**src/rtl/run_seq_pkg.sv**
```systemverilog
// rtl/run_seq_pkg.sv - state encodings, default parameters and helpers for run_sequencer
package run_seq_pkg;

    typedef enum logic [2:0] {
        S_IDLE    = 3'd0,
        S_LOADING = 3'd1,
        S_READY   = 3'd2,
        S_RUNNING = 3'd3,
        S_PAUSED  = 3'd4,
        S_DONE    = 3'd5,
        S_ERROR   = 3'd6
    } seq_state_e;

    // Core reset / load_start sequencing that runs ahead of LOADING
    typedef enum logic [1:0] {
        PH_NONE = 2'd0,
        PH_RST  = 2'd1,
        PH_GAP  = 2'd2
    } boot_phase_e;

    localparam int DEF_DEBOUNCE_CYCLES = 100000;
    localparam int DEF_LOAD_TIMEOUT    = 20000;
    localparam int DEF_CORE_RST_CYCLES = 4;

    function automatic logic [31:0] sat_inc(input logic [31:0] v);
        return (v == 32'hFFFF_FFFF) ? v : v + 32'd1;
    endfunction

endpackage

```
**src/rtl/run_sequencer_if.sv**
```systemverilog
// rtl/run_sequencer_if.sv - core-facing control/status bundle of run_sequencer
interface run_sequencer_if;
    logic        core_loaded;
    logic        core_halted;
    logic        core_resetn;
    logic        load_start;
    logic        core_run;
    logic        core_step;
    logic [2:0]  state_id;
    logic        load_err;
    logic [31:0] cycle_count;

    modport master (
        input  core_loaded, core_halted,
        output core_resetn, load_start, core_run, core_step, state_id, load_err, cycle_count
    );

    modport slave (
        output core_loaded, core_halted,
        input  core_resetn, load_start, core_run, core_step, state_id, load_err, cycle_count
    );
endinterface

```
**src/rtl/btn_debounce.sv**
```systemverilog
// rtl/btn_debounce.sv - 2-flop synchroniser, stability counter and rising-edge pulse for one button
module btn_debounce #(
    parameter int CYCLES = 4
) (
    input  logic clk,
    input  logic rst_n,
    input  logic btn,
    output logic pulse
);
    localparam int CW = $clog2(CYCLES + 1);

    logic          sync1_q, sync2_q;
    logic          level_q, level_d;
    logic          pulse_q, pulse_d;
    logic [CW-1:0] cnt_q, cnt_d;

    // The counter only runs while the synchronised input disagrees with the accepted level
    always_comb begin
        level_d = level_q;
        pulse_d = 1'b0;
        cnt_d   = '0;
        if (sync2_q != level_q) begin
            if (cnt_q == CW'(CYCLES - 1)) begin
                level_d = sync2_q;
                pulse_d = sync2_q;
            end else begin
                cnt_d = cnt_q + 1'b1;
            end
        end
    end

    always_ff @(posedge clk or negedge rst_n) begin
        if (!rst_n) begin
            sync1_q <= 1'b0;
            sync2_q <= 1'b0;
            level_q <= 1'b0;
            pulse_q <= 1'b0;
            cnt_q   <= '0;
        end else begin
            sync1_q <= btn;
            sync2_q <= sync1_q;
            level_q <= level_d;
            pulse_q <= pulse_d;
            cnt_q   <= cnt_d;
        end
    end

    assign pulse = pulse_q;
endmodule

```
**src/rtl/run_sequencer.sv**
```systemverilog
// rtl/run_sequencer.sv - button-driven load/run/pause/step sequencer for a soft core
// Single-step support (BTN2, core_step) is built only with SEQ_SINGLE_STEP_EN defined.
module run_sequencer
    import run_seq_pkg::*;
#(
    parameter int DEBOUNCE_CYCLES = DEF_DEBOUNCE_CYCLES,
    parameter int LOAD_TIMEOUT    = DEF_LOAD_TIMEOUT,
    parameter int CORE_RST_CYCLES = DEF_CORE_RST_CYCLES
) (
    input  logic              CLK,
    input  logic              BTN_N,
    input  logic              BTN1,
    input  logic              BTN2,
    input  logic              BTN3,
    run_sequencer_if.master   bus
);
    localparam int TW  = $clog2(LOAD_TIMEOUT + 1);
    localparam int RCW = $clog2(CORE_RST_CYCLES + 1);

    logic start_p, step_p, load_p;

    btn_debounce #(.CYCLES(DEBOUNCE_CYCLES)) u_db_start (
        .clk(CLK), .rst_n(BTN_N), .btn(BTN1), .pulse(start_p)
    );
    btn_debounce #(.CYCLES(DEBOUNCE_CYCLES)) u_db_load (
        .clk(CLK), .rst_n(BTN_N), .btn(BTN3), .pulse(load_p)
    );
`ifdef SEQ_SINGLE_STEP_EN
    btn_debounce #(.CYCLES(DEBOUNCE_CYCLES)) u_db_step (
        .clk(CLK), .rst_n(BTN_N), .btn(BTN2), .pulse(step_p)
    );
`else
    logic unused_btn2;
    assign unused_btn2 = BTN2;
    assign step_p      = 1'b0;
`endif

    seq_state_e     state_q, state_d;
    boot_phase_e    phase_q, phase_d;
    logic [RCW-1:0] rst_cnt_q, rst_cnt_d;
    logic [TW-1:0]  tmr_q, tmr_d;
    logic           core_resetn_q, core_resetn_d;
    logic           load_start_q, load_start_d;
    logic           core_run_q, core_run_d;
    logic           core_step_q, core_step_d;
    logic           load_err_q, load_err_d;
    logic [31:0]    cycle_count_q, cycle_count_d;

    always_comb begin
        state_d       = state_q;
        phase_d       = phase_q;
        rst_cnt_d     = rst_cnt_q;
        tmr_d         = tmr_q;
        core_resetn_d = 1'b1;
        load_start_d  = 1'b0;
        core_run_d    = core_run_q;
        core_step_d   = 1'b0;
        load_err_d    = load_err_q;
        cycle_count_d = cycle_count_q;

        // Load wins over everything and restarts the boot sequence from scratch
        if (load_p) begin
            state_d       = S_IDLE;
            phase_d       = PH_RST;
            rst_cnt_d     = RCW'(CORE_RST_CYCLES - 1);
            core_resetn_d = 1'b0;
            core_run_d    = 1'b0;
        end else if (phase_q == PH_RST) begin
            if (rst_cnt_q == '0) begin
                phase_d = PH_GAP;
            end else begin
                rst_cnt_d     = rst_cnt_q - 1'b1;
                core_resetn_d = 1'b0;
            end
        end else if (phase_q == PH_GAP) begin
            phase_d      = PH_NONE;
            load_start_d = 1'b1;
            state_d      = S_LOADING;
            load_err_d   = 1'b0;
            tmr_d        = '0;
        end else begin
            unique case (state_q)
                S_LOADING: begin
                    if (bus.core_loaded) begin
                        state_d = S_READY;
                    end else if (tmr_q == TW'(LOAD_TIMEOUT - 1)) begin
                        state_d    = S_ERROR;
                        load_err_d = 1'b1;
                    end else begin
                        tmr_d = tmr_q + 1'b1;
                    end
                end
                S_READY: begin
                    if (start_p) begin
                        cycle_count_d = '0;
                        state_d       = S_RUNNING;
                        core_run_d    = 1'b1;
                    end else if (step_p) begin
                        core_step_d = 1'b1;
                        state_d     = S_PAUSED;
                    end
                end
                S_RUNNING: begin
                    cycle_count_d = sat_inc(cycle_count_q);
                    if (bus.core_halted) begin
                        state_d    = S_DONE;
                        core_run_d = 1'b0;
                    end else if (start_p) begin
                        state_d    = S_PAUSED;
                        core_run_d = 1'b0;
                    end
                end
                S_PAUSED: begin
                    if (bus.core_halted) begin
                        state_d = S_DONE;
                    end else if (start_p) begin
                        state_d    = S_RUNNING;
                        core_run_d = 1'b1;
                    end else if (step_p) begin
                        core_step_d = 1'b1;
                    end
                end
                default: ;
            endcase
        end
    end

    always_ff @(posedge CLK or negedge BTN_N) begin
        if (!BTN_N) begin
            state_q       <= S_IDLE;
            phase_q       <= PH_NONE;
            rst_cnt_q     <= '0;
            tmr_q         <= '0;
            core_resetn_q <= 1'b0;
            load_start_q  <= 1'b0;
            core_run_q    <= 1'b0;
            core_step_q   <= 1'b0;
            load_err_q    <= 1'b0;
            cycle_count_q <= '0;
        end else begin
            state_q       <= state_d;
            phase_q       <= phase_d;
            rst_cnt_q     <= rst_cnt_d;
            tmr_q         <= tmr_d;
            core_resetn_q <= core_resetn_d;
            load_start_q  <= load_start_d;
            core_run_q    <= core_run_d;
            core_step_q   <= core_step_d;
            load_err_q    <= load_err_d;
            cycle_count_q <= cycle_count_d;
        end
    end

    assign bus.state_id    = state_q;
    assign bus.core_resetn = core_resetn_q;
    assign bus.load_start  = load_start_q;
    assign bus.core_run    = core_run_q;
    assign bus.core_step   = core_step_q;
    assign bus.load_err    = load_err_q;
    assign bus.cycle_count = cycle_count_q;
endmodule

```
**src/flat_wrapper.sv**
```systemverilog
// flat-port wrapper written by rule: the top's interface ports become plain ports
module run_sequencer_flat import run_seq_pkg::*;
#(
    parameter int DEBOUNCE_CYCLES = DEF_DEBOUNCE_CYCLES,
    parameter int LOAD_TIMEOUT    = DEF_LOAD_TIMEOUT,
    parameter int CORE_RST_CYCLES = DEF_CORE_RST_CYCLES
)
  (CLK, BTN_N, BTN1, BTN2, BTN3, bus_core_loaded, bus_core_halted, bus_core_resetn, bus_load_start, bus_core_run, bus_core_step, bus_state_id, bus_load_err, bus_cycle_count);
  run_sequencer_if bus_i ();
  input  logic CLK;
  input  logic BTN_N;
  input  logic BTN1;
  input  logic BTN2;
  input  logic BTN3;
  input wire logic [$bits(bus_i.core_loaded)-1:0] bus_core_loaded;
  input wire logic [$bits(bus_i.core_halted)-1:0] bus_core_halted;
  output wire logic [$bits(bus_i.core_resetn)-1:0] bus_core_resetn;
  output wire logic [$bits(bus_i.load_start)-1:0] bus_load_start;
  output wire logic [$bits(bus_i.core_run)-1:0] bus_core_run;
  output wire logic [$bits(bus_i.core_step)-1:0] bus_core_step;
  output wire logic [$bits(bus_i.state_id)-1:0] bus_state_id;
  output wire logic [$bits(bus_i.load_err)-1:0] bus_load_err;
  output wire logic [$bits(bus_i.cycle_count)-1:0] bus_cycle_count;
  assign bus_i.core_loaded = bus_core_loaded;
  assign bus_i.core_halted = bus_core_halted;
  assign bus_core_resetn = bus_i.core_resetn;
  assign bus_load_start = bus_i.load_start;
  assign bus_core_run = bus_i.core_run;
  assign bus_core_step = bus_i.core_step;
  assign bus_state_id = bus_i.state_id;
  assign bus_load_err = bus_i.load_err;
  assign bus_cycle_count = bus_i.cycle_count;
  run_sequencer #(.DEBOUNCE_CYCLES(DEBOUNCE_CYCLES), .LOAD_TIMEOUT(LOAD_TIMEOUT), .CORE_RST_CYCLES(CORE_RST_CYCLES)) u_core (.CLK(CLK), .BTN_N(BTN_N), .BTN1(BTN1), .BTN2(BTN2), .BTN3(BTN3), .bus(bus_i));
endmodule
```
**config.mk**
```make
export PLATFORM = sky130hd
export DESIGN_NAME = run_sequencer_flat
export DESIGN_NICKNAME = d
export VERILOG_FILES = /design/src/rtl/run_seq_pkg.sv /design/src/rtl/run_sequencer_if.sv /design/src/rtl/btn_debounce.sv /design/src/rtl/run_sequencer.sv /design/src/flat_wrapper.sv
export SDC_FILE = /design/constraint.sdc
export NUM_CORES = 1
export LEC_CHECK = 0
export CAP_MARGIN = 40
export CORE_UTILIZATION = 30
export CTS_CLUSTER_DIAMETER = 30
export CTS_CLUSTER_SIZE = 8
export DETAILED_ROUTE_END_ITERATION = 12
export HOLD_SLACK_MARGIN = 0.06
export PLACE_DENSITY_LB_ADDON = 0.08
export SETUP_SLACK_MARGIN = 0.4
export SLEW_MARGIN = 25
export SYNTH_ARGS = -nofsm -noshare
export SYNTH_HDL_FRONTEND = slang
export SYNTH_HIERARCHICAL = 1
export SYNTH_SLANG_ARGS = --single-unit
```
**constraint.sdc**
```tcl
create_clock -name CLK -period 4.08 [get_ports CLK]
set_input_delay 0.816 -clock CLK [delete_from_list [all_inputs] [get_ports CLK]]
set_output_delay 0.816 -clock CLK [all_outputs]
set_load 0.02 [all_outputs]
```
**After elaboration in Yosys (flattened, before gate mapping)**

Cells that the tools add are included.

- $add $sub $neg: 5
- Equality and inequality tests: 24
- Muxes and demuxes: 50
- Bitwise operators: 3
- Reductions and logical operators: 17

Operator list:

| cell | count |
|---|---|
| $mux W17 | 4 |
| $mux W32 | 2 |
| $pmux W32 S2 | 1 |
| $mux W15 | 4 |
| $mux W3 | 12 |
| $add A17 B1 Y17 const B | 2 |
| $eq A17 B17 Y1 const B | 2 |
| $add A32 B1 Y32 const B | 1 |
| $eq A32 B32 Y1 const B | 1 |
| $mux W1 | 21 |
| $add A15 B1 Y15 const B | 1 |
| $eq A15 B15 Y1 const B | 1 |
| $reduce_and A5 Y1 | 3 |
| $pmux W3 S4 | 1 |
| $ne A2 B2 Y1 const B | 5 |
| $mux W2 | 4 |
| $reduce_and A2 Y1 | 4 |
| $reduce_bool A2 Y1 | 4 |
| $eq A3 B2 Y1 const B | 2 |
| $ne A3 B3 Y1 const B | 2 |
| $reduce_and A6 Y1 | 1 |
| $reduce_bool A6 Y1 | 1 |
| $ne A5 B3 Y1 const B | 1 |
| $ne A5 B4 Y1 const B | 1 |
| 14 further kinds | 18 |

- Register bits: 101
- Input bits: 7
- Logic and storage cells: 118

**Longest topological paths before layout**

Gate-level depths: netlist of run 1.

- Depth in word-level cells: 7
- Depth in mapped cells: 8

**Cells and area by module**

The synthesis of run 1 kept the hierarchy.

By module, submodules not included:

| module | instances | cells each | area an instance (um^2) | seq. area each (um^2) |
|---|---|---|---|---|
| run_sequencer | 1 | 417 | 3642.2 | 1476.4 |
| btn_debounce | 2 | 92 | 991.0 | 525.5 |

**Worst setup path before layout of run 1**

Ideal clock, no wire load.

- Path type: flip-flop to flip-flop
- From: register u_core.cycle_count_q[0] (netlist: u_core/bus.cycle_count[0])
- To: register u_core.cycle_count_q[12] (netlist: u_core/bus.cycle_count[12])
- Arrival: 2.128 ns
- Data required time: 3.938 ns
- Slack: 1.810 ns
- Stages on the path, launching flop included: 9
- Buffers on the path: 2
- Clock period less this slack: 2.270 ns
- Path through: dfrtp_1 > ha_1 > and4_1 > nand3_1 > or4_1 > clkbuf_1 > buf_2 > a41oi_1 > a31oi_1

- Cells in the longest elaborated chain, start to end: 3
- Elaborated cells between the ends (all ways): 6

Ends and longest elaborated chain:

| item | RTL line | text |
|---|---|---|
| start, declared | run_sequencer.sv:47 | `logic [31:0] cycle_count_q, cycle_count_d;` |
| start signal, assigned | run_sequencer.sv:150 | `cycle_count_q <= cycle_count_d;` |
| $add A32 B1 Y32 / $eq A32 B32 Y1 (equally long branches) | run_seq_pkg.sv:26 | `return (v == 32'hFFFF_FFFF) ? v : v + 32'd1;` |
| $mux W32 / $ne A2 B2 Y1 (equally long branches) | -- |  |
| $pmux W32 S2 / $reduce_and A6 Y1 (equally long branches) | -- |  |

Parallel ways exist; a longest one is shown, timed or not. The select of a mux whose other input is x is not followed.
A chain may end at the register's enable or synchronous reset.

**Worst setup path in the final report of run 1**

- From: register u_core.cycle_count_q[0] (netlist: u_core/bus.cycle_count[0])
- To: register u_core.cycle_count_q[17] (netlist: u_core/bus.cycle_count[17])

Same word-level chain as after synthesis.

==> impl_results.md, run 1 <==
- Status: completed
- Core area: 0.01815 sq mm
- Die width: 138.9 um
- Pre-CTS WS: 1.096 ns
- Initial antenna violation count: 0
- Hold depth: 0
- Seq/Total Area, Yosys: 44.94%
- Placed cell count: 850
- H-Tree Depth: 3
- CP Buf/Inv Count: 0
- Synth top area cells: dfrtp_1 45%, nand3_1 3.9%, nand4_1 3.6%
- Final GP Congestion: 0.7681
- Yosys top cell area share: 44.94%
- Total setup buffers inserted after CTS: 0
- Clk_lat worst skew: 0.36 ns
- Crit path launch type: flop
- Initial core utilization: 30.99%
- Global-route wire length before repair: 24510 um
- Cts hold-fix bufs: 0
- Post-Synthesis Cells: 601
- Largest net degree at the start of global routing: 60
- Async S/R FF share, synth: 100.0%
- Final min period: 2.990 ns
- Top post-synthesis cells by count: 101 x dfrtp_1, 53 x nor2_1, 48 x nand2_1, 44 x nand3_1, 32 x nand4_1
- Peak fanout along the critical path: 13
- Slowest cell delay on critical path: 0.88 ns
- R2R depth: 6
- WL/cell: 16.90 um
- Max VDD drop: 223.9 uV
- PortBufs: 44
- Antenna cells: 0
- GRT overflow: 0
- Vias in the first global route: 4526
- Routed Antenna Nets: 0
- Crit path kind: flop to flop
- Largest area contributor in the netlist: dfrtp_1
- Crit path max-delay family: simple AND/OR/NAND/NOR gates
- Layout Area Growth over Synthesis: 17.66%
- RSZ-0062 raised after global routing: false
- Via density: 5.541
- Hpwl dp: 9746 um
- Num CTS Buffers: 9
- DRT Pass-1 Iters: 7
- CP Depth: 6
- Critical path capture point type: flop
- Worst relative slew slack: 54.04%
- Synth warn: 6
- Clock tree buffer depth: 2
- Post-cts gate resize count: 0
- CP max stage cell: or4_1
- HP Class: flop to flop
- #FFs+latches synth: 101
- Most frequent cell after synthesis: dfrtp_1
- Post-synth top flop: dfrtp_1
- Number of flops mapped to enable cells by yosys: 0
- Final setup margin: 1.090 ns
- Max Clk Rate: 334.5 MHz
- Final period util: 73.28%
- Least-Margin Pin Slew: 0.6873 ns
- Unique masters post-synth: 67
- Critical path data required time: 4.31 ns
- DR iter-0 viols: 328
- Reg clk slew, reported paths: 0.08 ns
- Final setup viols: 0
- Data arrival, critical path: 3.22 ns
- Slew Limit Fails: 0
- Die Height: 138.9 um
- Final nets: 647
- Fillers: 1868
- P per Cell Area: 296.8 mW/mm^2
- I/O pin count: 47
- Setup total negative slack: 0 ns
- Die area: 0.01930 sq mm
- Max_cap viols: 0
- Clk_skew: 0.009433 ns
- Share of cells above drive strength 1: 7.512%
- Final Hold Viols: 0
- Syn Area/Cell: 9.358 sq um
- Cell row count: 49
- Tot GR Track Use: 15.66%
- CP Cell Sequence: ha_1 -> and4_1 -> nand3_1 -> or4_1 -> nand2_1 -> o211ai_1
- Clk sinks: 101
- CTS tree: done
- Final wirelength: 14670 um
- Area of the multi-input gates: 0.002928 sq mm
- Cell area after technology mapping: 0.005624 sq mm
- Drc violations: 0
- Clk root buf: clkbuf_16
- Register area: 0.002527 sq mm
- Final std cells w/o fill: 868
- Vias: 4810
- Leakage power: 2.558 nW
- Synthesized Nets: 614
- Fin util: 36.47%
[metrics by stage]
stage	power, mW	area, sq um	hold slack, ns
finish	1.964	6618	0.3554
global route	2.054	6618	0.3597
CTS	2.009	6590	0.3597
detailed placement	1.092	6291	0.3419
global placement	1.091	6267	0.3351
floorplan	1.056	5624	0.3312
[area by class of cell]
type,count,share of cell area (%)
clock buffers,9,3.403
clock inverters,7,1.116
inverters,10,0.5672
multi-input cells,458,44.24
flip-flops and latches,101,38.19
well taps,229,4.330
repair buffers,54,8.149
[layer usage]
| layer | up-vias | track usage (%) | part of all wire (%) |
|---|---|---|---|
| li1 | 2354 | - | - |
| met4 | 0 | 3.099 | 0.75 |
| met2 | 115 | 23.66 | 45 |
| met5 | - | 0 | 0 |
| met3 | 10 | 4.247 | 5.5 |
| met1 | 2331 | 22.36 | 49 |
[registers in the layout (all words and copies together), names as in the netlist]
name	count
u_core/u_db_start/cnt_q	17
u_core/bus.load_start	1
u_core/bus.core_resetn	1
u_core/bus.cycle_count	32
u_core/phase_q	2
u_core/u_db_load/cnt_q	17
u_core/bus.load_err	1
u_core/u_db_start/level_q	1
u_core/rst_cnt_q	3
u_core/u_db_load/level_q	1
u_core/u_db_load/pulse	1
u_core/u_db_load/sync1_q	1
u_core/u_db_start/sync2_q	1
u_core/bus.state_id	3
u_core/tmr_q	15
u_core/u_db_start/sync1_q	1
u_core/u_db_start/pulse	1
u_core/bus.core_run	1
u_core/u_db_load/sync2_q	1
[cells in the final DEF (no fill, tap or decap), drive strengths merged, types with 3 or more instances in the layout]
cell / synthesis / layout
dfrtp: 101 / 101
nor2: 53 / 53
nand2: 48 / 48
nand3: 46 / 46
clkdlybuf4s50: 0 / 43
nand4: 32 / 32
o21ai: 24 / 24
o31ai: 23 / 23
a31oi: 22 / 22
xor2: 19 / 19
a21oi: 17 / 17
nor4: 16 / 16
xnor2: 12 / 12
and3: 12 / 12
or4: 11 / 11
buf: 11 / 11
and4: 11 / 11
o41ai: 10 / 10
clkbuf: 21 / 9
nand2b: 9 / 9
nor3: 9 / 9
inv: 8 / 9
nand3b: 7 / 7
mux2i: 6 / 6
ha: 6 / 6
clkinv: 2 / 6
o31a: 5 / 5
o211ai: 5 / 5
or3: 5 / 5
a41oi: 4 / 4
a21o: 4 / 4
nor4b: 4 / 4
and2: 4 / 4
nor2b: 3 / 3
o311ai: 3 / 3
a211oi: 3 / 3
nor3b: 3 / 3
[kinds of logic after synthesis]
kind of cell               synth area share [%]
and+or+nand+nor                           27.85
AOI/OAI and AO/OA                         16.24
DFF                                       44.94
buffers and inverters                     3.270
xor gates and xnor gates                  4.828
muxes                                     1.468
adders and majority gates                 1.335
other                                   0.06668
[where the power goes]
group / internal [mW] / leakage, nW / switching (mW)
registers: 1.01 / 1.35 / 0.0106
clock network: 0.478 / 0.146 / 0.414
logic: 0.0161 / 1.06 / 0.0356
[path summary, 6_finish.rpt]
kind,startpoint,end,slack [ns]
max,u_core/bus.cycle_count[0],u_core/bus.cycle_count[17],1.09
min,u_core/u_db_start/sync1_q,u_core/u_db_start/sync2_q,0.36
max reg2reg,u_core/bus.cycle_count[0],u_core/bus.cycle_count[17],1.09
min reg2reg,u_core/u_db_start/sync1_q,u_core/u_db_start/sync2_q,0.36
max in group asynchronous,BTN_N,u_core/bus.cycle_count[21],2.87
min in group asynchronous,BTN_N,u_core/bus.cycle_count[10],0.37
[worst register-to-register path, stage by stage, from the launching register on]
cell      delay [ns]
dfrtp_1         0.42
ha_1            0.23
and4_1          0.33
nand3_1         0.37
or4_1           0.88
nand2_1         0.47
o211ai_1        0.16
(Power assumes the default switching activity.)
==> run 2: changes to the inputs <==
clock period = 2.55 ns   (was 4.08 ns; I/O delays follow)
==> impl_results.md, run 2 (synthesis gave the netlist of run 1 again) <==
- Status: finished with violations
- Failing checks: DRC
- Initial antenna violation count: 0
- Drc violations: 3
- Share of cells above drive strength 1: 16.29%
- Slew Limit Fails: 0
- Peak fanout along the critical path: 8
- Placed cell count: 868
- GRT overflow: 0
- Power Total: 3.218 mW
- WL/cell: 17.03 um
- RSZ-0062 raised after global routing: true
- Via density: 5.540
- Slowest cell delay on critical path: 0.42 ns
- Final setup margin: 0.4438 ns
- Most frequent cells in the layout: 88 x dfrtp_1, 53 x nor2_1, 48 x nand2_1, 43 x nand3_1, 42 x clkdlybuf4s50_1
- Routed Antenna Nets: 0
- Critical path capture point type: flop
- Fillers: 1791
- Setup total negative slack: 0 ns
- Vias: 4975
- Switching share of power: 22.25%
- Final min period: 2.106 ns
- Cell Int Power: 2.502 mW
- Clock Power Share: 46.7%
- Data arrival, critical path: 2.40 ns
- Gate power share: 2.5%
- CP max stage cell: dfrtp_2
- H-Tree Depth: 3
- Design Area, Final: 0.006965 sq mm
- Sequential share of power: 50.7%
- Final GP Congestion: 0.7869
- Clock tree buffer depth: 2
- Max VDD drop: 316.7 uV
- Clk sinks: 101
- Crit path kind: flop to flop
- Num CTS Buffers: 9
- Initial core utilization: 30.99%
- Final Hold Viols: 0
- Pre-CTS WS: 0.08603 ns
- Cell row count: 49
- P per Cell Area: 462.0 mW/mm^2
- Worst relative slew slack: 58.41%
- Clk_skew: 0.006510 ns
- Final std cells w/o fill: 898
- Clk root buf: clkbuf_16
- Final setup viols: 0
- Antenna cells: 0
- Placed inst area: 0.006455 sq mm
- CTS tree: done
- CP Cell Sequence: or3b_4 -> or3_4 -> o21a_4 -> or4_4 -> a21oi_2
- Leakage power: 2.727 nW
- Final period util: 82.60%
- Layout Area Growth over Synthesis: 23.85%
- Hpwl dp: 10110 um
- Crit path launch type: flop
- Number of flip-flops in the largest register: 32
- Fin util: 38.38%
- Vias in the first global route: 4684
- Final hold slack: 0.1645 ns
- Core area: 0.01815 sq mm
- DR iter-0 viols: 363
- Die area: 0.01930 sq mm
- Least-Margin Pin Slew: 0.6239 ns
- Final nets: 677
- I/O pin count: 47
- Die Height: 138.9 um
- Final wirelength: 15300 um
- Max_cap viols: 0
- HP Class: input port to async pin
- Global-route wire length before repair: 25030 um
- Largest net degree at the start of global routing: 45
- Reg clk slew, reported paths: 0.07 ns
- Die width: 138.9 um
- Critical path data required time: 2.84 ns
- DRT Pass-1 Iters: 9
- PortBufs: 44
- Tot GR Track Use: 16.13%
- Commonest non-fill, non-tap cell in the layout: dfrtp_1
- Switching power: 0.7160 mW
- Clk_lat worst skew: 0.36 ns
- Max Clk Rate: 474.8 MHz
run 2: cell types whose count changed in the layout (fill, tap and decap cells not counted), sizes merged:
cell | previous run | this run
buf | 11 | 40
clkinv | 6 | 4
bufinv | 1 | 2
clkbuf | 9 | 10
clkdlybuf4s50 | 43 | 42
dlymetal6s2s | 0 | 1
o21a | 1 | 2
run 2: what timing repair did:
action                     4_1_cts  5_1_grt
gates cloned                     0        1
buffers inserted                 5        8
gates resized for setup          3       26
hold buffers                     0        0
setup endpoints to repair       22       43
pin swaps                        1        5
run 2: power by group through the flow:
stage,sequential (mW),combinational (mW),clock (mW)
after global placement,1.66,0.0845,0
final,1.63,0.0818,1.50
after global routing,1.63,0.0958,1.62
after detailed placement,1.66,0.0854,0
after CTS,1.63,0.0870,1.56
after floorplan,1.66,0.0298,0
run 2: path summary, 6_finish.rpt:
check / startpoint / endpoint / slack [ns] / cells after the start
max in group asynchronous: BTN_N / u_core/bus.cycle_count[24] / 1.69 / 2
setup / recovery: u_core/bus.state_id[2] / u_core/tmr_q[4] / 0.44 / 5
hold reg to reg: u_core/u_db_load/sync1_q / u_core/u_db_load/sync2_q / 0.35 / 0
min in group CLK: u_core/u_db_load/sync1_q / u_core/u_db_load/sync2_q / 0.35 / 0
hold / removal: BTN_N / u_core/bus.cycle_count[7] / 0.16 / 1
setup reg to reg: u_core/bus.state_id[2] / u_core/tmr_q[4] / 0.44 / 5
run 2: critical path, delay by kind of cell (launching register included):
kind,cells,cell delay (ns)
AND/OR/NAND/NOR,3,1.20
AO/OA/AOI/OAI,2,0.41
flip-flops,1,0.42
run 2: area by class of cell:
class,instances,area (sq um),area share [%]
timing repair buffer,83,762.0,10.94
sequential,101,2544,36.52
multi-input combinational,459,3020,43.36
clock inverter,6,86.33,1.239
clock buffer,10,229.0,3.287
inverter,10,37.54,0.5389
tap,229,286.5,4.114
run 2: layer usage:
| layer | track usage, % | vias up | wire length [um] |
|---|---|---|---|
| met4 | 4.620 | 0 | 176 |
| met1 | 22.55 | 2433 | 7564 |
| met5 | 0 | - | 0 |
| met3 | 3.867 | 14 | 678 |
| li1 | - | 2418 | - |
| met2 | 24.69 | 110 | 6878 |
==> patch 1: new RTL, config.mk and constraints of run 2 <==
The package constant `DEF_CORE_RST_CYCLES` goes from 4 to 8.
--- a/src/rtl/run_seq_pkg.sv
+++ b/src/rtl/run_seq_pkg.sv
@@ -21,5 +21,5 @@
     localparam int DEF_DEBOUNCE_CYCLES = 100000;
     localparam int DEF_LOAD_TIMEOUT    = 20000;
-    localparam int DEF_CORE_RST_CYCLES = 4;
+    localparam int DEF_CORE_RST_CYCLES = 8;
 
     function automatic logic [31:0] sat_inc(input logic [31:0] v);
Function: no difference found for any inputs over 10 cycles, from zero or initial values; that may be too few to reach the edited logic, so the function may still have changed.
==> patch 1 against run 2 <==
Wire length shrank 9.8%. Area after synthesis shrank 4.3%. Cell area shrank 1.5%. Power shrank 4.8%. Setup slack lost 0.045 ns. Via count shrank 6.5%. Sequential cell count grew 1. Largest power group unchanged. Highest routed layer unchanged. Worst hold slack lost 0.079 ns. Clock power shrank 10%. Critical path depth grew 1.
==> patch 1: results (changes against run 2) <==
[status]
status = finished, final reports clean

[place]
place_inst = 844  ; -2.8%
dp_hpwl_mm = 9.10  ; -10%
place_congestion = 0.817  ; +3.8%

[global_routing]
grt_pass1_wl_mm = 22.0  ; -12%
grt_max_degree = 50  ; +11%
grt_pass1_vias = 4242  ; -9.4%

[cells_and_area]
nets = 681  ; +0.59%

[timing]
fin_skew_ns = 0.00620  ; -0.000308 ns
timing.hold.ws_ns = 0.0856  ; -0.0789 ns
post-route-period-util_pct = 84.4  ; +1.8 points
max_slew.worst_pin.slew_ns = 0.580  ; -0.0440 ns

[power_and_ir_drop]
ir_drop_uv = 370  ; +17%
clk-power_uw = 1350  ; -10%
power.leakage_uw = 0.00276  ; +1.2%
pwr-share-clk_pct = 44.1  ; -2.6 points

[synth]
syn_inst = 579  ; -3.7%
synth_cell_types = 66  ; -1.5%
ys_seq_area_share_pct = 47.4  ; +2.5 points

[critical_path]
r2r_start = u_core/tmr_q[12]$_DFFE_PN0P_
reg2reg_to = u_core/tmr_q[5]$_DFFE_PN0P_
critPathArrivalTime_ns = 2.38  ; -0.02 ns
path_max_fanout = 7  ; -1
cp-endpoint = u_core/tmr_q[5]$_DFFE_PN0P_

[routing]
drtIter0Drc = 254  ; -30%
first_pass_iters = 4  ; -5
routedWlPerCell_um = 15.4  ; -9.9%

==> patch 1: cell type report <==
type,count,area [µm²]
timing repair buffer,104,930
sequential,102,2570
clock inverter,5,33.8
fill,1774,10600
inverter,17,63.8
clock buffer,11,253
multi-input combinational,435,2730
tap,225,282
==> patch 1: what timing repair did <==
item                       CTS  global route
setup endpoints to repair   48            22
setup buffers               12            25
resized for setup           14            25
gates cloned                 1             1
pin swaps                    4            14
==> patch 1: metal layers <==
metal  global-route usage, %  vias to the layer above  part of all wire, %
met5                       0                        -                    0
met4                    4.69                        0                  1.2
met3                    3.17                       13                  4.1
met2                    24.3                       88                   46
met1                    20.6                     2262                   49
li1                        -                     2291                    -
==> patch 1: cell families after synthesis <==
group,count (synthesis),share of synthesized area [%]
compound gates,126,14.4
flops,102,47.4
mux,4,0.790
other cells,1,0.0697
xor+xnor,33,5.37
simple gates,264,26.6
buf+inv,43,4.00
fa+ha+maj,6,1.37
==> patch 2: new RTL, config.mk and constraints of run 2 <==
Made on the original files. The 3 values of `boot_phase_e` get a one-hot encoding in 3 bits.
--- a/src/rtl/run_seq_pkg.sv
+++ b/src/rtl/run_seq_pkg.sv
@@ -13,8 +13,8 @@
 
     // Core reset / load_start sequencing that runs ahead of LOADING
-    typedef enum logic [1:0] {
-        PH_NONE = 2'd0,
-        PH_RST  = 2'd1,
-        PH_GAP  = 2'd2
+    typedef enum logic [2:0] {
+        PH_NONE = 3'b001,
+        PH_RST  = 3'b010,
+        PH_GAP  = 3'b100
     } boot_phase_e;
 
Check against the original RTL: no difference found for any inputs over 10 cycles, from zero or initial values; not proved beyond that.
==> patch 2 against run 2 <==
Clock power is 4% lower. Sequential cell count is 1 higher. Synthesized cell count fell by 2.7%. Worst hold slack got worse by 0.027 ns. Cell area rose by 0.83%. Area after synthesis decreased by 1.7%. Setup slack better by 0.024 ns. Wire length is 4.7% lower. Power decreased by 1.9%. Critical endpoint is now u_core/bus.cycle_count[16]$_DFFE_PN0P_. Largest cell class unchanged. Largest power group unchanged.
==> patch 2: results (changes against run 2) <==
[status]
status = finished, final reports clean

[critical_path]
ff2ff_path_depth = 7  ; +2
r2r_start = u_core/bus.cycle_count[20]$_DFFE_PN0P_
critPathArrivalTime_ns = 2.31  ; -0.09 ns
path_max_fanout = 6  ; -2
reg2reg_to = u_core/bus.cycle_count[16]$_DFFE_PN0P_
r2r_slack_ns = 0.47  ; +0.02 ns

[routing]
first_pass_iters = 4  ; -5
ant_nets = 0  ; unchanged
routedWlPerCell_um = 16.1  ; -5.3%
drtIter0Drc = 249  ; -31%
vias = 4840  ; -2.7%

[global_routing]
track_usage_pct = 16.5  ; +0.39 points
grt_pass1_wl_mm = 24.4  ; -2.3%
grt_max_degree = 49  ; +8.9%

[cells_and_area]
nFillCells = 1841  ; +2.8%
fin_cells = 904  ; +0.67%
antennaDiodeCount = 0  ; unchanged
nets = 683  ; +0.89%
finalInstanceArea_um2 = 7020  ; +0.83%
drive_gt1_share_pct = 19.3  ; +3.0 points

[synth]
synth_cell_types = 70  ; +4.5%
synthTopCellsByCount = dfrtp_1 (101), nor2_1 (54), nand2_1 (50)
synth.avg_cell_area_um2 = 9.45  ; +1.0%
yosys-top-cells-area = dfrtp_1 (46%), nor2_1 (3.7%), nand2_1 (3.4%), nand3_1 (3.3%), xor2_1 (3.3%)
syn-num-nets = 598  ; -2.6%
ys_seq_area_share_pct = 46.2  ; +1.2 points
synthArstFlopShare_pct = 100  ; unchanged
ys_warn_count = 6  ; unchanged

[timing]
fin_skew_ns = 0.00760  ; +0.00109 ns
slew_headroom_pct = 62.0  ; +3.6 points
timing.hold.ws_ns = 0.138  ; -0.0268 ns
fin_crit_ns = 2.08  ; -0.0239 ns

[place]
portBuffers = 44  ; unchanged
placed_cell_area_um2 = 6400  ; -0.91%
place_congestion = 0.798  ; +1.4%
place_inst = 869  ; +0.12%
dp_hpwl_mm = 10.1  ; -0.36%
dp_slack_ns = -0.0918  ; -0.178 ns

[power_and_ir_drop]
power.leakage_uw = 0.00276  ; +1.3%
ir_drop_uv = 298  ; -6.0%

[worst_hold_path]
hold_class = in2async

[clock_tree]
insertion_delay_ns = 0.35
root_buffer = clkbuf_16
postCtsHoldBufs = 0  ; unchanged

[patch 2: cell types whose count changed in the layout (fill, tap and decap cells not counted), sizes merged, moves of 7 or more]
cell,change
o41ai,-9
o31ai,-12
or3,+8
a21oi,+15
o21ai,+12
nor4,-7
buf,+12
[patch 2: cell families after synthesis]
kind of cell	after synthesis	share of synthesized area, %
compound gates	140	17.0
xor+xnor	32	5.07
fa+ha+maj	6	1.36
buf+inv	35	3.12
flops	102	46.2
mux	5	0.950
other cells	1	0.0678
simple gates	264	26.2
[patch 2: area by class of cell]
cell class                      count  area, µm²  share of cell area (%)
Clock buffer                       10        239                    3.40
Inverter                           14       56.3                   0.802
Timing Repair Buffer               95        841                    12.0
Clock inverter                      6       70.1                   0.998
Sequential cell                   102       2570                    36.6
Tap cell                          229        287                    4.08
Multi-Input combinational cell    448       2960                    42.2
[patch 2: report_power, final]
part | total [µW] | internal [µW] | switching, µW
combinational | 74.4 | 20.9 | 53.5
clock | 1440 | 794 | 648
sequential | 1640 | 1630 | 12.1
[patch 2: repair_timing]
| action | in CTS | in global routing |
|---|---|---|
| pin swaps | 2 | 8 |
| buffers inserted | 0 | 19 |
| gates resized for setup | 8 | 31 |
| endpoints found under the setup margin | 37 | 38 |
[patch 2: per-layer routing]
metal	track usage [%]	vias to the layer above	part of all wire, %
li1	-	2355	-
met1	21.8	2400	47
met2	27.2	74	48
met3	3.20	11	3.1
met4	4.83	0	1.1
met5	0	-	0
[patch 2: critical path, cell delays in order, from the launching register on]
cell      delay [ns]
dfrtp_2         0.41
nand4_1         0.18
or4_4           0.59
buf_4           0.17
o31ai_4         0.20
buf_4           0.20
nor3_1          0.05
o21bai_1        0.15
